## config.mk

```make
export PLATFORM = sky130hd
export DESIGN_NAME = nibble_serial_adder
export DESIGN_NICKNAME = d
export VERILOG_FILES = /design/src/rtl/nibble_serial_adder.sv
export SDC_FILE = /design/constraint.sdc
export NUM_CORES = 1
export LEC_CHECK = 0
export BUFFER_PORTS_ARGS = -buffer_cell sky130_fd_sc_hd__buf_4
export CORE_MARGIN = 2
export CORE_UTILIZATION = 55
export CTS_CLUSTER_SIZE = 28
export DETAILED_ROUTE_END_ITERATION = 7
export PLACE_DENSITY = 0.81
export SLEW_MARGIN = 0
export SYNTH_ARGS = -nofsm -noshare
export SYNTH_HDL_FRONTEND = slang
export SYNTH_SLANG_ARGS = --single-unit
```

## constraint.sdc

```tcl
create_clock -name clk -period 3.3 [get_ports clk]
set_clock_uncertainty 0.1 [all_clocks]
set_input_delay 0.33 -clock clk [delete_from_list [all_inputs] [get_ports clk]]
set_output_delay 0.33 -clock clk [all_outputs]
set_load 0.02 [all_outputs]
```

## src/rtl/nibble_serial_adder.sv

```systemverilog
// nibble_serial_adder: adds WIDTH-bit operands one nibble per clock through a 4-bit lookahead slice.
// Define OVERFLOW_FLAG_EN to add the signed-overflow output ovf.
module nibble_serial_adder #(
    parameter int WIDTH = 16
) (
    input  logic             clk,
    input  logic             rst,
    input  logic             in_valid,
    output logic             in_ready,
    input  logic [WIDTH-1:0] a_in,
    input  logic [WIDTH-1:0] b_in,
    input  logic             c_in,
    output logic             out_valid,
    input  logic             out_ready,
    output logic [WIDTH-1:0] sum,
    output logic             co
`ifdef OVERFLOW_FLAG_EN
    ,
    output logic             ovf
`endif
);
    localparam int N  = WIDTH / 4;
    localparam int CW = $clog2(N);
    typedef enum logic [1:0] {IDLE, CALC, DONE} state_t;
    state_t           state;
    logic [WIDTH-1:0] a_sr, b_sr;
    logic             cr;
    logic [CW-1:0]    cnt;
    logic [3:0]       g, p, c, s;
    always_comb begin
        g    = a_sr[3:0] & b_sr[3:0];
        p    = a_sr[3:0] ^ b_sr[3:0];
        c[0] = g[0] | p[0] & cr;
        c[1] = g[1] | p[1] & g[0] | p[1] & p[0] & cr;
        c[2] = g[2] | p[2] & g[1] | p[2] & p[1] & g[0] | p[2] & p[1] & p[0] & cr;
        c[3] = g[3] | p[3] & g[2] | p[3] & p[2] & g[1] | p[3] & p[2] & p[1] & g[0]
             | p[3] & p[2] & p[1] & p[0] & cr;
        s    = p ^ {c[2:0], cr};
    end
    // sum doubles as the result shift register; it only changes while in CALC
    always_ff @(posedge clk) begin
        if (rst) begin
            state     <= IDLE;
            in_ready  <= 1'b1;
            out_valid <= 1'b0;
            sum       <= '0;
            co        <= 1'b0;
            cnt       <= '0;
            a_sr      <= '0;
            b_sr      <= '0;
            cr        <= 1'b0;
`ifdef OVERFLOW_FLAG_EN
            ovf       <= 1'b0;
`endif
        end else begin
            case (state)
                IDLE: if (in_valid) begin
                    a_sr     <= a_in;
                    b_sr     <= b_in;
                    cr       <= c_in;
                    cnt      <= '0;
                    in_ready <= 1'b0;
                    state    <= CALC;
                end
                CALC: begin
                    a_sr <= a_sr >> 4;
                    b_sr <= b_sr >> 4;
                    sum  <= {s, sum[WIDTH-1:4]};
                    cr   <= c[3];
                    cnt  <= cnt + 1'b1;
                    if (cnt == CW'(N - 1)) begin
                        co        <= c[3];
`ifdef OVERFLOW_FLAG_EN
                        ovf       <= c[2] ^ c[3];
`endif
                        out_valid <= 1'b1;
                        state     <= DONE;
                    end
                end
                DONE: if (out_ready) begin
                    out_valid <= 1'b0;
                    in_ready  <= 1'b1;
                    state     <= IDLE;
                end
                default: state <= IDLE;
            endcase
        end
    end
endmodule

```

==> impl.org, run 1 <==
** Hold path
- Hold EP :: out_valid
- The worst hold path begins at out_ready.
- The worst hold path passes through 4 cells.
- The tightest min-delay check is of the in -> reg type.

** STA
- Number of max-slew violations in the final report :: 0
- Fin. Hold Viols :: 0
- At the pin with the least slew margin, the transition time is 822 ps.
- Rel. slew slack :: 45.1%
- Crit path time final :: 2100 ps
- Final setup fails :: 0
- Setup repair after global routing left no endpoint under its margin.
- Static timing analysis puts the maximum clock frequency at 476 MHz.
- After routing, the total negative slack on setup checks comes to 0 ps.
- After layout, the worst path uses 63.6% of the clock period.

** Die
- Site row count :: 24
- Area of the core :: 4440 µm²
- Once the floorplan was initialized, standard cells occupied 57.9% of the core.
- The die covers 5250 µm².
- 56 I/O pins were placed.
- In this run the vertical extent of the chip is 72.4 µm.
- The floorplan step set the die width to 72.4 µm.

** Routing
- Iteration-0 DRC count of the detailed router :: 156
- The count of nets left with antenna violations once routing finished came out at 0.
- Drt pass-1 iters :: 4
- Summed over all layers, the routed wires come to 6.12 mm.
- After detailed routing, the average wire length per cell comes to 15.0 µm.
- In the routed layout, each cell is associated on average with a via count of 5.78.
- Vias after detailed routing :: 2359
- Number of remaining DRC errors :: 0

** Setup path
- Number of buffers and inverters on the critical path :: 1
- Capture instance of the worst register-to-register path :: co
- The critical path is of the reg -> reg type.
- Grouping stages by cell kind, the critical path spends the most delay in flip-flops.
- In this run the critical register-to-register path is launched from state[0].
- The slowest stage of the critical path belongs to the cell sky130_fd_sc_hd__dfxtp_1.
- At the worst endpoint, the arrival time is 2220 ps.
- Measured in cells, the most critical reg-to-reg path has a length of 4.
- Worst Path Required :: 3420 ps
- Peak fanout along the critical path :: 22
- Endpoint kind of the worst setup timing path :: register
- Setup slack on the worst reg-to-reg path comes out at 1200 ps.
- Category of the worst setup path launch point :: register
- Delay of the slowest critical-path stage :: 610 ps
- Walking the worst path, the cells encountered are buf_4 -> and2b_1 -> a21oi_1 -> a311oi_1.

** Clock tree
- Library cell used as clock root buffer :: sky130_fd_sc_hd__clkbuf_8
- The clock tree synthesis step divided the H-tree into 2 levels.
- The clock passes through at most 2 buffers.
- CTS-repair resized insts :: 0
- Total clock sinks :: 56
- TritonCTS built the clock tree.
- The clock reaches the later pin of the worst-skew pair after 300 ps.
- Clock buffers created by TritonCTS :: 5
- Clock-pin slew of the registers on the worst-case setup and hold paths :: 100 ps
- Quantity of hold-fixing buffers added after cts :: 0
- Setup Buffers After CTS :: 0

** Synthesis
- After synthesis the cells add up to 2570 µm².
- Unique masters post-synth :: 34
- For this run, the number of Yosys warnings is 0.
- Top flip-flop cell by instance count after synthesis :: sky130_fd_sc_hd__dfxtp_1
- Sequential-to-total area share from yosys stat :: 43.5%
- The synthesized design contains 56 register bits.
- Mean instance size in the synthesized netlist :: 8.15 µm²
- Yosys mapped a number of flops with a built-in enable equal to 0.
- In the synthesized netlist the async set-or-reset flop fraction comes to 0%.
- In the synthesized netlist, the number of instances is 316.
- The number of nets in the synthesized netlist is 359.

** Final layout
- Once layout is done, the placed cells without fillers occupy 3050 µm².
- Summing all flip-flop and latch instances after layout gives 1120 µm².
- Most common library cell in the layout ignoring fill and taps :: sky130_fd_sc_hd__buf_4
- Compared with the post-synthesis result, the final layout area differs by 18.4%.
- Commonest cells after routing, fill and taps aside :: sky130_fd_sc_hd__buf_4 (58), sky130_fd_sc_hd__dfxtp_1 (56), sky130_fd_sc_hd__a21oi_1 (51), sky130_fd_sc_hd__o21ai_0 (38), sky130_fd_sc_hd__nand2_1 (37)
- Footprint of the multi-input gates :: 1310 µm²
- Share of layout cells above drive strength 1 :: 19.1%
- For this run, the post-layout net count is 398.
- Diodes inserted :: 0
- Final-layout fill cell count :: 381

** GRT
- The initial antenna violation count came to 0.
- Entering global routing, the biggest net connects 43 pins.
- Total track usage :: 25.0%
- GRT Residual Overflow :: 0
- The first global-routing pass estimated 10.5 mm of wire.
- Vias in the first global route :: 2268

** Power
- Of the total power, the share spent switching nets is 27.6%.
- Power spent charging and discharging nets :: 382 µW
- Lkg Pwr :: 0.00124 µW
- Design Power :: 1380 µW
- Portion of total power attributed to sequential cells :: 54.7%
- Combinational group share of total power :: 18.0%
- Of the total power, the clock network draws 27.3%.
- P_int :: 1000 µW
- Dividing total power by cell area gives a power density of 454 nW/µm².
- VDD IR-drop max :: 0.273 mV

** Flow run
- The tool flagged a number of max-cap violations equal to 0.

** Placement
- Routability-driven placement finished with a final weighted congestion of 0.810.
- Area post-placement :: 2960 µm²
- The count of buffers added on input and output ports is 55.
- Final HPWL from detailed placement :: 4.03 mm

** Outcome
- The run finished with clean final reports.
==> worst reg2reg max path: stages, from the launching register on <==
cell and delay (ps):
sky130_fd_sc_hd__dfxtp_1 610, sky130_fd_sc_hd__buf_4 310, sky130_fd_sc_hd__and2b_1 600, sky130_fd_sc_hd__a21oi_1 150, sky130_fd_sc_hd__a311oi_1 250
==> area by class of cell <==
class,instances,share of cell area (%)
Clock buffer,6,2.71
Clock inverter,2,0.328
Inverter,6,0.739
Multi-Input combinational cell,228,43.0
Sequential cell,56,36.8
Tap cell,52,2.13
Timing Repair Buffer,58,14.3
==> state kept, by name, indices dropped and copies added, names as in the netlist <==
| name | flops |
|---|---|
| out_valid | 1 |
| state | 2 |
| b_sr | 16 |
| co | 1 |
| sum | 16 |
| cnt | 2 |
| cr | 1 |
| in_ready | 1 |
| a_sr | 16 |
==> cell families after synthesis <==
| kind of cell | after synthesis | share of synthesized area (%) |
|---|---|---|
| flops | 56 | 43.5 |
| compound gates | 126 | 29.3 |
| xor+xnor | 1 | 0.340 |
| fa+ha+maj | 6 | 3.21 |
| simple gates | 95 | 18.2 |
| buf+inv | 32 | 5.49 |
==> cells in the mapped netlist (all sizes together) (2+ instances only) <==
cell type	n	area (µm²)
o2bb2ai	22	193
ha	5	62.6
and3	2	12.5
inv	4	15.0
a211oi	4	30.0
and3b	8	70.1
o22ai	3	18.8
o21ai	38	190
buf	7	47.5
a21oi	51	255
clkbuf	19	71.3
nand2	37	139
dfxtp	56	1120
clkinv	2	7.51
nor2b	10	62.6
nand2b	4	32.5
a21o	2	15.0
nand3	2	10.0
nor2	27	101
==> worst max path at each step <==
stage	start	endpoint	depth (start not counted)
2_1_floorplan	a_sr[1]	sum[15]	4
3_3_place_gp	state[0]	co	4
3_5_place_dp	state[0]	co	4
4_1_cts	state[0]	co	4
5_1_grt	state[0]	co	4
6_report	state[0]	co	4
==> power groups by stage <==
| stage | clock network, µW | logic [µW] | registers [µW] |
|---|---|---|---|
| floorplan | 0 | 164 | 769 |
| global placement | 0 | 239 | 771 |
| detailed placement | 0 | 245 | 772 |
| CTS | 383 | 249 | 757 |
| global route | 416 | 280 | 764 |
| finish | 378 | 249 | 758 |
==> through the flow <==
step,hold WS [ps],cells,utilization (%),worst slack (ps)
6_report,229,408,68.6,1200
5_1_grt,245,408,68.6,962
4_1_cts,227,408,68.6,1210
3_5_place_dp,348,400,66.5,1230
3_3_place_gp,344,400,66.5,1270
2_1_floorplan,344,316,-,1870
==> routing by layer <==
metal / share of wire, % / global-route usage [%] / vias to the layer above
li1: - / - / 1190
met1: 45 / 33.2 / 1086
met2: 48 / 42.1 / 79
met3: 6.2 / 5.83 / 4
met4: 0.65 / 4.32 / 0
met5: 0 / 0 / -
Power figures use the tool's default switching activity.
==> run 2: changes to the inputs <==
--- a/config.mk
+++ b/config.mk
@@ -7,10 +7,10 @@
 export LEC_CHECK = 0
 export BUFFER_PORTS_ARGS = -buffer_cell sky130_fd_sc_hd__buf_4
 export CORE_MARGIN = 2
-export CORE_UTILIZATION = 55
+export CORE_UTILIZATION = 48
 export CTS_CLUSTER_SIZE = 28
 export DETAILED_ROUTE_END_ITERATION = 7
-export PLACE_DENSITY = 0.81
+export PLACE_DENSITY = 0.75
 export SLEW_MARGIN = 0
 export SYNTH_ARGS = -nofsm -noshare
 export SYNTH_HDL_FRONTEND = slang
==> constraint.sdc (replaced) <==
create_clock -name clk -period 1.79 [get_ports clk]
set_clock_uncertainty 0.1 [all_clocks]
set_input_delay 0.179 -clock clk [delete_from_list [all_inputs] [get_ports clk]]
set_output_delay 0.179 -clock clk [all_outputs]
set_load 0.02 [all_outputs]
==> run 2 against run 1 <==
  * Utilization decreased by 7.0 points
  * Cell count increased by 6.6%
  * First-iteration DRC count shrank 38%
  * Sequential power is 83% higher
  * Hold slack got worse by 210 ps
  * Power rose by 97%
  * Fmax grew 37%
  * Die area is 14% higher
  * Setup slack got worse by 940 ps
  * Global-route usage decreased by 4.2 points
  * Critical path type unchanged
==> impl.org, run 2 (synthesis results as in run 1) <==
** Power
- The combinational share of power is 17.4% (was 18.0%).
- The sequential power share is 50.9% (was 54.7%).
- Lkg Pwr :: 0.00129 µW (was 0.00124 µW)
- Switching part of the total :: 26.4% (was 27.6%)
- The proportion of power drawn by the clock network is 31.7% (was 27.3%).
- Total power divided by cell area :: 862 nW/µm² (was 454 nW/µm²)
- The maximum ir drop on the vdd rail came to 0.439 mV (was 0.273 mV).
- Design Power :: 2730 µW (was 1380 µW)
- Power spent charging and discharging nets :: 722 µW (was 382 µW)
- P_int :: 2010 µW (was 1000 µW)

** STA
- The slew at the pin closest to its max-slew limit is 467 ps (was 822 ps).
- Smallest hold slack :: 18.5 ps (was 229 ps)
- Smallest setup slack after layout :: 258 ps (was 1200 ps)
- Setup TNS :: 0 ps (unchanged)
- Final worst-path cycle share :: 85.6% (was 63.6%)
- Setup repair after global routing missed its margin :: no (unchanged)
- The final count of hold timing violations is 0 (unchanged).
- Timing-limited maximum frequency :: 653 MHz (was 476 MHz)
- The final number of max-transition violations came to 0 (unchanged).
- Crit path time final :: 1530 ps (was 2100 ps)
- The final count of negative-setup-slack endpoints is 0 (unchanged).
- The relative slew slack was 68.9% (was 45.1%).

** Placement
- The routability-driven placement congestion ratio came to 0.860 (was 0.810).
- The total placed cells including tap cells was 427 (was 400).
- The count of buffers from port buffering is 55 (unchanged).
- The half-perimeter wire length after detailed placement is 4.16 mm (was 4.03 mm).
- Setup slack at placement :: 273 ps (was 1230 ps)

** Die
- The effective utilization at floorplan was 50.1% (was 57.9%).
- Overall die area :: 5970 µm² (was 5250 µm²)
- Area of the core :: 5140 µm² (was 4440 µm²)
- The floorplan die height came to 77.2 µm (was 72.4 µm).
- The site row count is 26 (was 24).
- I/O pins :: 56 (unchanged)
- The horizontal extent of the die came to 77.2 µm (was 72.4 µm).

** Setup path
- Delay of the slowest critical-path stage :: 490 ps (was 610 ps)
- Endpoint kind of the worst setup timing path :: register (unchanged)
- Library cell contributing the largest single delay on the critical path :: sky130_fd_sc_hd__or4b_1 (was sky130_fd_sc_hd__dfxtp_1)
- The data arrival time of the critical path was 1690 ps (was 2220 ps).
- The startpoint of the worst register-to-register path was a_sr[1] (was state[0]).
- The maximum fanout along the worst path is 4 (was 22).
- R2r worst-path depth :: 4 (unchanged)
- Crit Path Category :: reg -> reg (unchanged)
- The setup slack of the worst register-to-register path came to 260 ps (was 1200 ps).
- CP Cell Sequence :: ha_1 -> o21ai_0 -> or4b_1 -> nand4_1 (was buf_4 -> and2b_1 -> a21oi_1 -> a311oi_1)
- Category of the worst setup path launch point :: register (unchanged)
- First element of the critical path :: a_sr[1] (was state[0])
- Capture instance of the worst register-to-register path :: sum[15] (was co)
- The endpoint required time on the critical path was 1950 ps (was 3420 ps).
- The worst setup path endpoint is sum[15] (was co).

** GRT
- The global router's overall resource usage was 20.7% (was 25.0%).
- Antenna violations before repair :: 0 (unchanged)
- Vias in the first global route :: 2206 (was 2268)
- The wire length of the first global-routing pass was 9.98 mm (was 10.5 mm).
- The pin count of the biggest net entering global routing is 36 (was 43).
- GRT Residual Overflow :: 0 (unchanged)

** Routing
- The average wire per cell in the routed design is 13.8 µm (was 15.0 µm).
- Iteration-0 DRC count of the detailed router :: 96 (was 156)
- Drt pass-1 iters :: 4 (unchanged)
- Number of remaining DRC errors :: 0 (unchanged)
- The total number of vias was 2379 (was 2359).
- The total wirelength of the detailed-routed design came to 6.02 mm (was 6.12 mm).
- Detailed-route vias per instance :: 5.47 (was 5.78)
- The count of antenna-violating nets left after detailed routing was 0 (unchanged).

** Clock tree
- The number of hold buffers added after CTS was 0 (unchanged).
- The number of H-tree levels is 2 (unchanged).
- The number of cells upsized or downsized after cts was 0 (unchanged).
- The root cell of the clock tree was sky130_fd_sc_hd__clkbuf_8 (unchanged).
- The post-CTS setup buffer count was 0 (unchanged).
- The buffer depth of the longest clock path was 2 (unchanged).
- Clock insertion delay at the later pin of the skew report :: 310 ps (was 300 ps)
- The total clock buffers created by CTS is 5 (unchanged).
- The TritonCTS clock tree is done (unchanged).
- Clock-pin slew of the registers on the worst-case setup and hold paths :: 100 ps (about the same)
- Total clock sinks :: 56 (unchanged)

** Final layout
- Cell Count, Final, Fillers Out :: 435 (was 408)
- The proportion of layout cells with a drive suffix above 1 came to 21.1% (was 19.1%).
- Commonest cells after routing, fill and taps aside :: sky130_fd_sc_hd__buf_4 (67), sky130_fd_sc_hd__dfxtp_1 (56), sky130_fd_sc_hd__a21oi_1 (51), sky130_fd_sc_hd__o21ai_0 (38), sky130_fd_sc_hd__nand2_1 (37) (was sky130_fd_sc_hd__buf_4 (58), sky130_fd_sc_hd__dfxtp_1 (56), sky130_fd_sc_hd__a21oi_1 (51), sky130_fd_sc_hd__o21ai_0 (38), sky130_fd_sc_hd__nand2_1 (37))
- Footprint of the multi-input gates :: 1310 µm² (unchanged)
- Largest registers in the final layout :: a_sr: 16 flops, b_sr: 16 flops, sum: 16 flops (unchanged)
- Diodes inserted :: 0 (unchanged)
- Area growth from synthesis to final layout :: 23.0% (was 18.4%)
- Final-layout fill cell count :: 502 (was 381)
- Seq. cell area :: 1120 µm² (unchanged)
- Most common library cell in the layout ignoring fill and taps :: sky130_fd_sc_hd__buf_4 (unchanged)
- NumNets Final :: 407 (was 398)

** Flow run
- The count of maximum capacitance violations is 0 (unchanged).

** Hold path
- The type of the most critical hold path is in -> reg (unchanged).
- Source of the worst hold timing path :: rst (was out_ready)

** Outcome
- Outcome :: completed (unchanged)
[run 2: through the flow]
stage                     instance area (µm²)  utilization (%)
after floorplan                          2570                -
after global placement                   3050             59.3
after detailed placement                 3050             59.3
after CTS                                3170             61.6
after global routing                     3170             61.6
final                                    3170             61.6
[run 2: how the worst min path moves through the flow]
stage / slack, ps / depth (start not counted) / end
after detailed placement: 340 / 2 / sum[8]
after floorplan: 270 / 3 / out_valid
after global routing: 10 / 2 / b_sr[14]
after CTS: 10 / 2 / b_sr[14]
after global placement: 340 / 2 / sum[2]
final: 20 / 2 / sum[0]
[run 2: power groups by stage]
stage                     combinational (µW)  sequential (µW)  clock, µW
after floorplan                          302             1420          0
after global placement                   467             1410          0
after detailed placement                 474             1420          0
after CTS                                477             1390        889
after global routing                     530             1400        925
final                                    475             1390        867
[run 2: metal layers]
| layer | GRT usage [%] | part of all wire, % |
|---|---|---|
| met5 | 0 | 0 |
| met4 | 7.14 | 2.3 |
| met3 | 4.35 | 4.3 |
| met2 | 35.7 | 47 |
| met1 | 25.5 | 46 |
[run 2: cell type report]
type	count	share of cell area, %
multi-input cells	228	41.4
flip-flops and latches	56	35.4
repair buffers	67	15.9
well taps	70	2.76
clock buffers	6	2.61
clock inverters	2	1.22
inverters	6	0.711
[run 2: worst max-delay path, delay by kind of cell (launching register included)]
| family | cells | cell delay (ps) |
|---|---|---|
| adders and majority gates | 1 | 340 |
| AOI/OAI and AO/OA | 1 | 140 |
| and+or+nand+nor | 2 | 590 |
| DFF | 1 | 320 |
==> run 3: changes to the inputs <==
--- a/config.mk
+++ b/config.mk
@@ -6,7 +6,7 @@
 export NUM_CORES = 1
 export LEC_CHECK = 0
 export BUFFER_PORTS_ARGS = -buffer_cell sky130_fd_sc_hd__buf_4
-export CORE_MARGIN = 2
+export CORE_MARGIN = 5
 export CORE_UTILIZATION = 48
 export CTS_CLUSTER_SIZE = 28
 export DETAILED_ROUTE_END_ITERATION = 7
==> run 3 against run 2 <==
  * Setup slack worse by 11 ps
  * Critical path depth is the same
  * Utilization shrank 0.63 points
  * Count of clock-buffer cells in the layout increased by 1
  * Sequential cell count unchanged
  * First-iteration DRC count is 52% higher
  * Cell count fell by 0.23%
  * Critical endpoint unchanged
==> impl.org, run 3 (synthesis results as in run 1) <==
** Outcome
- Outcome :: completed (unchanged)

** STA
- Smallest setup slack after layout :: 246 ps (was 258 ps)
- Crit path time final :: 1540 ps (was 1530 ps)
- Setup repair after global routing missed its margin: no (unchanged).
- The final-layout worst hold slack was 29.3 ps (was 18.5 ps).
- The final count of negative-setup-slack endpoints came to 0 (unchanged).
- Number of max-slew violations in the final report :: 0 (unchanged)
- Measured slew at the worst slew-check pin :: 473 ps (was 467 ps)
- Final worst-path cycle share :: 86.2% (was 85.6%)
- The sum of negative setup slack was 0 ps (unchanged).
- Rel. slew slack :: 68.5% (was 68.9%)
- The fmax is 648 MHz (was 653 MHz).
- The final count of hold timing violations is 0 (unchanged).

** Die
- The top-level port count came to 56 (unchanged).
- Die width :: 83.2 µm (was 77.2 µm)
- Initial core utilization :: 49.8% (was 50.1%)
- Overall die area :: 6930 µm² (was 5970 µm²)
- The floorplan core area was 5170 µm² (was 5140 µm²).
- Vertical die dimension :: 83.2 µm (was 77.2 µm)
- The site row count was 26 (unchanged).

** Final layout
- Area growth from synthesis to final layout :: 22.5% (was 23.0%)
- The area used by multi-input combinational logic was 1310 µm² (unchanged).
- Most common library cell in the layout ignoring fill and taps :: sky130_fd_sc_hd__buf_4 (unchanged)
- The final non-filler cell total was 434 (was 435).
- NumNets Final :: 407 (unchanged)
- Share of layout cells above drive strength 1 :: 20.9% (was 21.1%)
- Largest registers in the final layout :: a_sr: 16 flops, b_sr: 16 flops, sum: 16 flops (unchanged)
- Final-layout fill cell count :: 464 (was 502)
- Commonest cells after routing, fill and taps aside :: sky130_fd_sc_hd__buf_4 (66), sky130_fd_sc_hd__dfxtp_1 (56), sky130_fd_sc_hd__a21oi_1 (51), sky130_fd_sc_hd__o21ai_0 (38), sky130_fd_sc_hd__nand2_1 (37) (was sky130_fd_sc_hd__buf_4 (67), sky130_fd_sc_hd__dfxtp_1 (56), sky130_fd_sc_hd__a21oi_1 (51), sky130_fd_sc_hd__o21ai_0 (38), sky130_fd_sc_hd__nand2_1 (37))
- Diodes inserted :: 0 (unchanged)
- The area taken by flip-flops and latches is 1120 µm² (unchanged).

** Routing
- Iteration-0 DRC count of the detailed router :: 146 (was 96)
- Number of remaining DRC errors :: 0 (unchanged)
- Post-DRT Antenna Nets :: 0 (unchanged)
- The average wire per cell in the routed design came to 13.7 µm (was 13.8 µm).
- The detailed-routing iteration count for the pre-antenna-repair pass came to 4 (unchanged).
- The ratio of routed vias to standard cells came to 5.42 (was 5.47).
- Vias after detailed routing :: 2351 (was 2379)
- Total length of routed wires :: 5.96 mm (was 6.02 mm)

** Placement
- Final HPWL from detailed placement :: 4.34 mm (was 4.16 mm)
- Placer Congestion :: 0.777 (was 0.860)
- Placed Instances :: 427 (unchanged)
- IO Port Bufs :: 55 (unchanged)
- The worst-case setup slack after placement was 273 ps (about the same).

** GRT
- The number of global-route vias before repair came to 2157 (was 2206).
- The global router's overall resource usage was 17.0% (was 20.7%).
- Wire length of the first global-routing pass :: 9.94 mm (was 9.98 mm)
- The final global-route overflow total is 0 (unchanged).
- The pin count of the biggest net entering global routing is 27 (was 36).
- Antenna violations before repair :: 0 (unchanged)

** Clock tree
- Clock tree from TritonCTS :: done (unchanged)
- Setup Buffers After CTS :: 0 (unchanged)
- Library cell used as clock root buffer :: sky130_fd_sc_hd__clkbuf_8 (unchanged)
- The clock insertion delay at the later pin of the skew report was 300 ps (was 310 ps).
- The buffer depth of the longest clock path is 2 (unchanged).
- Quantity of hold-fixing buffers added after cts :: 0 (unchanged)
- Total clock sinks :: 56 (unchanged)
- The number of cells upsized or downsized after cts was 0 (unchanged).
- The number of H-tree levels came to 2 (unchanged).
- Clock-pin slew of the registers on the worst-case setup and hold paths :: 90 ps (was 100 ps)
- The total clock buffers created by CTS came to 5 (unchanged).

** Power
- The maximum ir drop on the vdd rail was 0.421 mV (was 0.439 mV).
- The final total power was 2590 µW (was 2730 µW).
- Total power divided by cell area :: 822 nW/µm² (was 862 nW/µm²)
- The leakage power of the design is 0.00129 µW (about the same).

** Setup path
- Category of the worst setup path launch point :: register (unchanged)
- The dominant delay contributor by cell family on the critical path was simple AND/OR/NAND/NOR gates (unchanged).
- The maximum fanout along the worst path is 4 (unchanged).
- Critical path data arrival time :: 1690 ps (about the same)
- Worst Path Required :: 1940 ps (was 1950 ps)
- CP Cell Sequence: ha_1 -> o21ai_0 -> or4b_1 -> nand4_1 (unchanged).
- Delay of the slowest critical-path stage :: 480 ps (was 490 ps)
- Number of buffers and inverters on the critical path :: 0 (unchanged)
- Crit Path Category :: reg -> reg (unchanged)
- Endpoint kind of the worst setup timing path :: register (unchanged)
- Library cell contributing the largest single delay on the critical path :: sky130_fd_sc_hd__or4b_1 (unchanged)

** Flow run
- Maximum Capacitance Violations :: 0 (unchanged)

** Hold path
- The type of the most critical hold path was in -> reg (unchanged).
-- run 3: changes by cell type in the layout (fill, tap and decap cells not counted), sizes merged --
cell | previous run | this run
bufinv | 1 | 0
clkinv | 3 | 2
clkbuf | 6 | 7
-- run 3: power breakdown --
group | internal (µW) | switching [µW] | leakage [µW]
logic | 225 | 253 | 0.000775
clock network | 345 | 379 | 0.0000503
registers | 1330 | 57.7 | 0.000460
total | 1900 | 691 | 0.00129
-- run 3: final cells by class --
| cell class | count | share of cell area, % |
|---|---|---|
| inverter | 6 | 0.714 |
| clock buffer | 7 | 3.05 |
| multi-input combinational | 228 | 41.6 |
| sequential | 56 | 35.5 |
| tap | 70 | 2.78 |
| timing repair buffer | 67 | 16.3 |
-- run 3: path summary, 6_finish.rpt --
path	start	to	slack, ps	depth (start not counted)
worst min-delay path	rst	b_sr[13]	30	2
worst max-delay path	a_sr[1]	sum[15]	250	4
worst max register to register	a_sr[1]	sum[15]	250	4
worst min register to register	sum[1]	sum[1]	360	2
-- run 3: metal layers --
layer / global-route usage, % / wire [µm] / part of all wire [%]
met3: 4.95 / 317 / 5.3
met5: 0 / 0 / 0
met1: 20.5 / 2740 / 46
met2: 30.0 / 2860 / 48
met4: 3.57 / 48 / 0.81
-- run 3: metrics by stage --
step | utilization (%) | area [µm²]
floorplan | - | 2570
global placement | 59.1 | 3060
detailed placement | 59.1 | 3060
CTS | 61.0 | 3160
global route | 61.0 | 3160
finish | 61.0 | 3160
